`src/rtl/inst_seq_constraint_if.sv`:
```
// Fetch-side bus between an instruction source and the sequence constraint checker.
// The master presents instructions; the slave reports legality, class and progress.
interface inst_seq_constraint_if #(
   parameter int MAX_INSTS = 8
);
   localparam int CNT_W = $clog2(MAX_INSTS + 1);

   logic             inst_valid;
   logic [31:0]      instruction;
   logic             inst_legal;
   logic [1:0]       inst_class;
   logic [1:0]       phase;
   logic [CNT_W-1:0] issue_cnt;
   logic             done;
   logic             violation;

   modport master (
      output inst_valid, instruction,
      input  inst_legal, inst_class, phase, issue_cnt, done, violation
   );

   modport slave (
      input  inst_valid, instruction,
      output inst_legal, inst_class, phase, issue_cnt, done, violation
   );
endinterface

```
`src/rtl/inst_seq_constraint.sv`:
```
// Stateful legality constraint for the fetch input: per-instruction RV32IM decode,
// a bounded program of MAX_INSTS real instructions, then a forced NOP drain window.
module inst_seq_constraint #(
   parameter int REG_BITS      = 4,
   parameter int MEM_IMM_BITS  = 10,
   parameter int MAX_INSTS     = 8,
   parameter int DRAIN_CYCLES  = 16,
   parameter int ALLOW_MUL     = 1,
   parameter int ALLOW_MEM     = 1,
   parameter int NO_RAW        = 0,
   parameter int ENABLE_ASSUME = 1
) (
   input logic                  clk,
   input logic                  reset,
   inst_seq_constraint_if.slave bus
);
   localparam int CNT_W = $clog2(MAX_INSTS + 1);
   localparam int DRN_W = (DRAIN_CYCLES > 1) ? $clog2(DRAIN_CYCLES) : 1;

   localparam logic [6:0] OP_R   = 7'h33;
   localparam logic [6:0] OP_I   = 7'h13;
   localparam logic [6:0] OP_LW  = 7'h03;
   localparam logic [6:0] OP_SW  = 7'h23;
   localparam logic [6:0] OP_NOP = 7'h7F;

   typedef enum logic [1:0] {
      ISSUE = 2'd0,
      DRAIN = 2'd1,
      DONE  = 2'd2
   } phase_e;

   phase_e           phase_q;
   logic [CNT_W-1:0] cnt_q, cnt_d;
   logic [DRN_W-1:0] drain_q;
   logic             done_q;
   logic             viol_q, viol_d;
   logic [4:0]       last_rd_q;
   logic             last_rd_v_q;

   logic [6:0] opcode, funct7;
   logic [2:0] funct3;
   logic [4:0] rd, rs1, rs2;
   logic       is_nop, r_ok, i_ok, lw_ok, sw_ok;
   logic       uses_rs2, has_rd, raw_ok, legal, accept;
   logic [1:0] cls;

   function automatic logic reg_ok(input logic [4:0] r);
      return ({27'd0, r} >> REG_BITS) == 32'd0;
   endfunction

   function automatic logic mem_imm_ok(input logic [11:0] imm);
      return ({20'd0, imm} >> MEM_IMM_BITS) == 32'd0;
   endfunction

   assign opcode = bus.instruction[6:0];
   assign rd     = bus.instruction[11:7];
   assign funct3 = bus.instruction[14:12];
   assign rs1    = bus.instruction[19:15];
   assign rs2    = bus.instruction[24:20];
   assign funct7 = bus.instruction[31:25];
   assign is_nop = (opcode == OP_NOP);

   // SUB/SRA share funct7=0100000; MUL* occupy funct7=0000001 with funct3 0..3
   assign r_ok = (opcode == OP_R) && reg_ok(rd) && reg_ok(rs1) && reg_ok(rs2) &&
                 ((funct7 == 7'h00) ||
                  (funct7 == 7'h20 && (funct3 == 3'b000 || funct3 == 3'b101)) ||
                  ((ALLOW_MUL != 0) && funct7 == 7'h01 && !funct3[2]));

   assign i_ok = (opcode == OP_I) && reg_ok(rd) && reg_ok(rs1) &&
                 ((funct3 == 3'b001) ? (funct7 == 7'h00) :
                  (funct3 == 3'b101) ? (funct7 == 7'h00 || funct7 == 7'h20) : 1'b1);

   assign lw_ok = (ALLOW_MEM != 0) && (opcode == OP_LW) && (funct3 == 3'b010) &&
                  (rs1 == 5'd0) && reg_ok(rd) && mem_imm_ok(bus.instruction[31:20]);

   assign sw_ok = (ALLOW_MEM != 0) && (opcode == OP_SW) && (funct3 == 3'b010) &&
                  (rs1 == 5'd0) && reg_ok(rs2) &&
                  mem_imm_ok({bus.instruction[31:25], bus.instruction[11:7]});

   always_comb begin
      cls = 2'd0;
      if (r_ok)               cls = 2'd1;
      else if (i_ok)          cls = 2'd2;
      else if (lw_ok || sw_ok) cls = 2'd3;
   end

   assign uses_rs2 = (opcode == OP_R) || (opcode == OP_SW);
   assign has_rd   = (opcode != OP_SW);
   assign raw_ok   = (NO_RAW == 0) || !last_rd_v_q ||
                     !((rs1 == last_rd_q) || (uses_rs2 && rs2 == last_rd_q));

   always_comb begin
      legal = 1'b1;
      if (bus.inst_valid) begin
         if (phase_q == ISSUE) legal = is_nop || ((cls != 2'd0) && raw_ok);
         else                  legal = is_nop;
      end
   end

   assign accept = bus.inst_valid && (phase_q == ISSUE) && (cls != 2'd0) && raw_ok;
   assign cnt_d  = cnt_q + 1'b1;
   assign viol_d = viol_q | (bus.inst_valid & ~legal);

   always_ff @(posedge clk or posedge reset) begin
      if (reset) begin
         phase_q     <= ISSUE;
         cnt_q       <= '0;
         drain_q     <= '0;
         done_q      <= 1'b0;
         viol_q      <= 1'b0;
         last_rd_v_q <= 1'b0;
      end else begin
         viol_q <= viol_d;
         case (phase_q)
            ISSUE: begin
               if (accept) begin
                  cnt_q       <= cnt_d;
                  last_rd_v_q <= has_rd && (rd != 5'd0);
                  if (cnt_d == CNT_W'(MAX_INSTS)) begin
                     phase_q <= DRAIN;
                     drain_q <= '0;
                  end
               end
            end
            DRAIN: begin
               if (drain_q == DRN_W'(DRAIN_CYCLES - 1)) begin
                  phase_q <= DONE;
                  done_q  <= 1'b1;
               end else begin
                  drain_q <= drain_q + 1'b1;
               end
            end
            default: ;
         endcase
      end
   end

   // The index itself is only meaningful while last_rd_v_q is set
   always_ff @(posedge clk) begin
      if (accept) last_rd_q <= rd;
   end

   assign bus.inst_legal = legal;
   assign bus.inst_class = cls;
   assign bus.phase      = phase_q;
   assign bus.issue_cnt  = cnt_q;
   assign bus.done       = done_q;
   assign bus.violation  = viol_q;

   generate
      if (ENABLE_ASSUME != 0) begin : g_assume
         a_legal : assume property (@(posedge clk) disable iff (reset)
                                    bus.inst_valid |-> legal);
      end
   endgenerate
endmodule

```
`src/flat_wrapper.sv`:
```
// flat-port wrapper written by rule: the top's interface ports become plain ports
module inst_seq_constraint_flat 
#(
   parameter int REG_BITS      = 4,
   parameter int MEM_IMM_BITS  = 10,
   parameter int MAX_INSTS     = 8,
   parameter int DRAIN_CYCLES  = 16,
   parameter int ALLOW_MUL     = 1,
   parameter int ALLOW_MEM     = 1,
   parameter int NO_RAW        = 0,
   parameter int ENABLE_ASSUME = 1
)
  (clk, reset, bus_inst_valid, bus_instruction, bus_inst_legal, bus_inst_class, bus_phase, bus_issue_cnt, bus_done, bus_violation);
  inst_seq_constraint_if #(.MAX_INSTS(MAX_INSTS)) bus_i ();
  input logic clk;
  input logic reset;
  input wire logic [$bits(bus_i.inst_valid)-1:0] bus_inst_valid;
  input wire logic [$bits(bus_i.instruction)-1:0] bus_instruction;
  output wire logic [$bits(bus_i.inst_legal)-1:0] bus_inst_legal;
  output wire logic [$bits(bus_i.inst_class)-1:0] bus_inst_class;
  output wire logic [$bits(bus_i.phase)-1:0] bus_phase;
  output wire logic [$bits(bus_i.issue_cnt)-1:0] bus_issue_cnt;
  output wire logic [$bits(bus_i.done)-1:0] bus_done;
  output wire logic [$bits(bus_i.violation)-1:0] bus_violation;
  assign bus_i.inst_valid = bus_inst_valid;
  assign bus_i.instruction = bus_instruction;
  assign bus_inst_legal = bus_i.inst_legal;
  assign bus_inst_class = bus_i.inst_class;
  assign bus_phase = bus_i.phase;
  assign bus_issue_cnt = bus_i.issue_cnt;
  assign bus_done = bus_i.done;
  assign bus_violation = bus_i.violation;
  inst_seq_constraint #(.REG_BITS(REG_BITS), .MEM_IMM_BITS(MEM_IMM_BITS), .MAX_INSTS(MAX_INSTS), .DRAIN_CYCLES(DRAIN_CYCLES), .ALLOW_MUL(ALLOW_MUL), .ALLOW_MEM(ALLOW_MEM), .NO_RAW(NO_RAW), .ENABLE_ASSUME(ENABLE_ASSUME)) u_core (.clk(clk), .reset(reset), .bus(bus_i));
endmodule
```
`config.mk`:
```
export PLATFORM = sky130hd
export DESIGN_NAME = inst_seq_constraint_flat
export DESIGN_NICKNAME = d
export VERILOG_FILES = /design/src/rtl/inst_seq_constraint_if.sv /design/src/rtl/inst_seq_constraint.sv /design/src/flat_wrapper.sv
export SDC_FILE = /design/constraint.sdc
export NUM_CORES = 1
export LEC_CHECK = 0
export CORE_MARGIN = 10
export CORE_UTILIZATION = 30
export CTS_CLUSTER_DIAMETER = 50
export CTS_CLUSTER_SIZE = 8
export DETAILED_ROUTE_END_ITERATION = 10
export PLACE_DENSITY = 0.66
export SLEW_MARGIN = 5
export SYNTH_ARGS = -nofsm -noshare
export SYNTH_HDL_FRONTEND = slang
export SYNTH_SLANG_ARGS = --single-unit
```
`constraint.sdc`:
```
create_clock -name clk -period 2.43 [get_ports clk]
set_input_delay 0.3645 -clock clk [delete_from_list [all_inputs] [get_ports clk]]
set_output_delay 0.3645 -clock clk [all_outputs]
set_load 0.1 [all_outputs]
```
==> flow_summary.json, run 1 <==
{
  "status": "finished, final reports clean",
  "layout.nets": 171,
  "synth_edf_count": 0,
  "p_int_uw": 307,
  "fillers": 229,
  "p_seq_frac": 0.479,
  "finalHoldViolations": 0,
  "met3_wirelength_um": 218,
  "postRouteWirelength_mm": 2.35,
  "grt_pass1_wl_mm": 3.93,
  "root_buffer": "clkbuf_4",
  "async_flop_share": 1.00,
  "relSlewSlack": 0.691,
  "yosysTopAreaCell": "dfrtp_1",
  "setup.worst_path.start_class": "primary input",
  "wl_met1_um": 966,
  "irDropWorstVdd_mv": 0.260,
  "pwr-share-clk": 0.293,
  "p_leak_uw": 0.000637,
  "gp_congestion": 0.817,
  "synth_area_leaders": "dfrtp_1, nand2b_1, nor4_2",
  "timing.fmax_mhz": 425,
  "synth_most_common_cell": "dfrtp_1",
  "hold-worst-slack_ps": 394,
  "start_util": 0.316,
  "die_x_um": 71.3,
  "grt_max_degree": 13,
  "area_growth_syn_to_layout_pct": 73.7,
  "drc": 0,
  "tightestPinTransition_ps": 463,
  "cap_viol_max_count": 0,
  "avgRoutedWirePerCell_um": 14.5,
  "synth_cell_type_count": 33,
  "grt_use_total": 0.0898,
  "diodes": 0,
  "slew_violations": 0,
  "cts_tree": "done",
  "p_switching_uw": 114,
  "critPathMaxFanout": 3,
  "routed.top_layer": "met4",
  "clock-skew-final_ps": 5.80,
  "antenna_left": 0,
  "drive_gt1_frac": 0.311,
  "place_area_sq_mm": 0.00127,
  "synth_fp_nets": 120,
  "dr.pass1.iters": 4,
  "postSynth.topFlopCell": "dfrtp_1",
  "grt-ovfl-total": 0,
  "swShare": 0.270,
  "clk_pin_slew_ps": 70,
  "hold_class": "in2async",
  "crit_type": "in2out",
  "required_ps": 2070,
  "dp_hpwl_mm": 1.88,
  "cts.path.max_buffers": 2,
  "power.density_mw_per_mm2": 307,
  "fin_total_pwr_uw": 421,
  "cts-buffers-inserted": 3,
  "hold_buffers": 0,
  "portBuffers": 37,
  "die_h_um": 71.3,
  "antenna_found_initial": 0,
  "ys_ff_latch": 12,
  "endpoint_kind": "output port",
  "std_cell_rows": 18,
  "power.share.combinational": 0.228,
  "netlist_area_sq_um": 790,
  "yosysSeqAreaShare": 0.380,
  "cp.arrival_ps": 1990,
  "post_synth.cell_area_avg_sq_um": 9.51,
  "grt_pass1_vias": 925,
  "numClockSinks": 12,
  "synth_common_cells": "dfrtp_1, nand2b_1, a21oi_1, nand2_1",
  "route.met2.wl_mm": 1.14,
  "fin_area_sq_mm": 0.00137,
  "syn_inst": 83,
  "vias": 833,
  "clk_latency_ps": 280,
  "synth.top_cell.area_share": 0.380,
  "viasPerCell": 5.14,
  "setup_violations": 0,
  "boundaryPins": 46,
  "period_share": 0.968,
  "htreeDepth": 1,
  "drt_iter0_drc": 38,
  "core-area_sq_mm": 0.00250,
  "fin_tns_setup_ps": 0,
  "dieArea_sq_mm": 0.00508,
  "yosysWarningCount": 0,
  "period_needed_ps": 2350
}
==> worst max-delay path: stages <==
cell and delay (ps):
clkdlybuf4s50_1 450, a21oi_1 180, a21oi_2 70, nor4_4 320
nor3_4 90, o311ai_4 290, buf_12 220
==> timing repair <==
item                       4_1_cts  5_1_grt
buffers inserted                 2        1
setup endpoints to repair        1        2
resized for setup               25        9
pin swaps                       16        8
cloned                           0        0
==> worst paths after layout <==
| kind | start | end | slack, ps | cells after the start |
|---|---|---|---|---|
| min in group clk | u_core.bus.violation | u_core.bus.violation | 490 | 1 |
| setup reg to reg | u_core.drain_q[0] | u_core.drain_q[2] | 790 | 5 |
| hold reg to reg | u_core.bus.violation | u_core.bus.violation | 490 | 1 |
| hold / removal | reset | u_core.bus.issue_cnt[3] | 390 | 2 |
| setup / recovery | bus_instruction[30] | bus_inst_legal | 80 | 7 |
| max in group asynchronous | reset | u_core.bus.violation | 1710 | 2 |
==> state kept, by name, summed over array words and instances (netlist names) <==
name and count:
u_core.bus.phase 2, u_core.bus.done 1, u_core.bus.issue_cnt 4, u_core.bus.violation 1, u_core.drain_q 4
==> power by group through the flow <==
stage	clock, uW	sequential (uW)	combinational, uW
floorplan	0	210	25.4
global placement	0	205	94.5
detailed placement	0	205	96.0
CTS	126	201	94.5
global route	131	202	103
finish	123	201	95.9
==> metal layers <==
layer | up-vias | track usage
met1 | 375 | 0.0942
met2 | 40 | 0.154
met3 | 4 | 0.0372
met4 | 0 | 0.0387
li1 | 414 | -
met5 | - | 0
==> layout make-up <==
| class | count | area [sq um] | area share |
|---|---|---|---|
| tap | 30 | 37.5 | 0.0274 |
| clock buffer | 3 | 22.5 | 0.0164 |
| inverter | 3 | 11.3 | 0.00821 |
| timing repair buffer | 47 | 440 | 0.321 |
| multi-input combinational | 67 | 559 | 0.408 |
| sequential | 12 | 300 | 0.219 |
==> stage by stage <==
stage	worst slack, ps	utilization	cells
floorplan	-45.7	-	83
global placement	-221	0.510	156
detailed placement	-239	0.510	156
CTS	6.94	0.541	161
global route	-3.92	0.549	162
finish	76.9	0.549	162
==> cell families after synthesis <==
family                   Yosys count  synth area share
AND/OR/NAND/NOR                   43             0.352
XOR/XNOR                           5            0.0555
multiplexers                       3            0.0444
buffers and inverters              4            0.0190
adder cells (fa/ha/maj)            2            0.0317
flip-flops                        12             0.380
AO/OA/AOI/OAI                     14             0.117
==> layout by cell type (no fill, tap or decap), types with 2 or more instances in the layout <==
cell             count
buf_4               16
dlygate4sd2_1       12
dfrtp_1             12
clkdlybuf4s50_1     10
nand2b_1             7
nand2_1              5
a21oi_1              4
inv_1                3
nand3_1              3
nand4_1              3
nor2_1               3
nor4_1               3
clkbuf_4             3
buf_12               3
xnor2_1              2
and3_1               2
nor4_2               2
nor4_4               2
mux2i_1              2
nor3_4               2
nor3_1               2
o31ai_1              2
or2_1                2
xor2_1               2
ha_1                 2
clkbuf_2             2
buf_6                2
Power figures use the tool's default switching activity.
==> inputs of run 2 (changes only) <==
--- a/config.mk
+++ b/config.mk
@@ -7,6 +7,7 @@
 export LEC_CHECK = 0
 export CORE_MARGIN = 10
 export CORE_UTILIZATION = 30
+export CTS_BUF_LIST = sky130_fd_sc_hd__clkbuf_8
 export CTS_CLUSTER_DIAMETER = 50
 export CTS_CLUSTER_SIZE = 8
 export DETAILED_ROUTE_END_ITERATION = 10
==> flow_summary.json, run 2 (synthesis gave the netlist of run 1 again) <==
{
  "fin_ws_ps": 78.7,
  "endpoint_kind": "output port",
  "die_x_um": 71.3,
  "dr.pass1.iters": 4,
  "use_met2": 0.154,
  "power.density_mw_per_mm2": 343,
  "grt_busiest_layer": "met2",
  "setup.worst_path.start_class": "primary input",
  "clock-skew-final_ps": 3.16,
  "hold_class": "in2async",
  "final_common_cell": "buf_4",
  "grt-ovfl-total": 0,
  "timing.rr.start": "u_core.drain_q[0]",
  "cts_tree": "done",
  "cp.arrival_ps": 1990,
  "dp_hpwl_mm": 1.88,
  "fin_total_pwr_uw": 477,
  "cap_viol_max_count": 0,
  "grt_max_degree": 13,
  "relSlewSlack": 0.694,
  "worst-r2r-cell-count": 5,
  "diodes": 0,
  "preCtsSetupSlack_ps": -239,
  "critPathMaxFanout": 3,
  "final_core_util": 0.556,
  "root_buffer": "clkbuf_8",
  "drive_gt1_frac": 0.311,
  "grt_pass1_wl_mm": 3.93,
  "vias": 837,
  "critical_path.cell_chain": "clkdlybuf4s50_1 -> a21oi_1 -> a21oi_2 -> nor4_4 -> nor3_4 -> o311ai_4 -> buf_12",
  "critPathSlowestCell": "clkdlybuf4s50_1",
  "tightestPinTransition_ps": 459,
  "gp_congestion": 0.817,
  "irDropWorstVdd_mv": 0.312,
  "r2r_slack_ps": 800,
  "setup_violations": 0,
  "postRouteWirelength_mm": 2.31,
  "p_leak_uw": 0.000645,
  "cts.path.max_buffers": 2,
  "timing.fmax_mhz": 425,
  "start_util": 0.316,
  "numClockSinks": 12,
  "mostFrequentLayoutCells": "buf_4, dlygate4sd2_1, dfrtp_1",
  "die_h_um": 71.3,
  "cts-buffers-inserted": 3,
  "status": "finished, final reports clean",
  "clk_latency_ps": 240,
  "r2r_end": "u_core.drain_q[2]",
  "groute.layer.met1.usage": 0.0942,
  "avgRoutedWirePerCell_um": 14.3,
  "hold_buffers": 0,
  "layout.nets": 171,
  "finalHoldViolations": 0,
  "std_cell_rows": 18,
  "antenna_left": 0,
  "drt_iter0_drc": 42,
  "boundaryPins": 46,
  "dieArea_sq_mm": 0.00508,
  "htreeDepth": 1,
  "grtUsageMet3": 0.0413,
  "viasPerCell": 5.17,
  "portBuffers": 37,
  "grt_pass1_vias": 919,
  "core-area_sq_mm": 0.00250,
  "antenna_found_initial": 0,
  "period_needed_ps": 2350,
  "area_growth_syn_to_layout_pct": 76.1,
  "period_share": 0.968,
  "crit_type": "in2out",
  "clk_pin_slew_ps": 50,
  "max_stage_delay_ps": 450,
  "required_ps": 2070,
  "drc": 0,
  "slew_violations": 0,
  "grt_use_total": 0.0898
}
-- run 2: cell counts in the layout (fill, tap and decap cells not counted) --
Identical to the previous run, type by type.
-- run 2: per-layer routing --
| layer | up-vias | wire [um] |
|---|---|---|
| li1 | 414 | - |
| met1 | 388 | 949 |
| met2 | 30 | 1120 |
| met3 | 5 | 199 |
| met4 | 0 | 40 |
| met5 | - | 0 |
-- run 2: critical path, delay by kind of cell --
| kind | cells | cell delay, ps |
|---|---|---|
| AO/OA/AOI/OAI | 3 | 530 |
| buffers and inverters | 2 | 670 |
| AND/OR/NAND/NOR | 2 | 410 |
-- run 2: how the worst max path moves through the flow --
stage                        start        endpoint  slack [ps]
2_1_floorplan   bus_instruction[2]  bus_inst_legal         -50
3_3_place_gp    bus_instruction[2]  bus_inst_legal        -220
3_5_place_dp    bus_instruction[2]  bus_inst_legal        -240
4_1_cts        bus_instruction[28]  bus_inst_legal           7
5_1_grt         bus_instruction[6]  bus_inst_legal          -4
6_report       bus_instruction[30]  bus_inst_legal          80
-- run 2: metrics by stage --
stage          TNS [ps]  std cells  cell area, sq um  hold slack [ps]
2_1_floorplan     -45.7         83               807              229
3_3_place_gp       -882        156              1270              459
3_5_place_dp      -1110        156              1270              462
4_1_cts               0        161              1370              466
5_1_grt           -3.92        162              1390              490
6_report              0        162              1390              437
-- run 2: power breakdown --
part | leakage (uW) | internal (uW) | total, uW | switching, uW
Sequential | 0.000141 | 201 | 202 | 1.12
Clock | 0.0000216 | 109 | 179 | 69.6
Combinational | 0.000482 | 49.3 | 95.9 | 46.6
-- run 2: final cells by class --
| class | instances | area (sq um) |
|---|---|---|
| flip-flops and latches | 12 | 300 |
| inverters | 3 | 11.3 |
| well taps | 30 | 37.5 |
| multi-input cells | 67 | 559 |
| fillers | 226 | 1110 |
| repair buffers | 47 | 440 |
| clock buffers | 3 | 41.3 |
-- run 2: timing repair --
item,CTS,global route
endpoints found under the setup margin,1,2
pin swaps,16,8
gates cloned,0,0
endpoints found under the hold margin,0,0
gates resized for setup,25,9
setup buffers,2,1
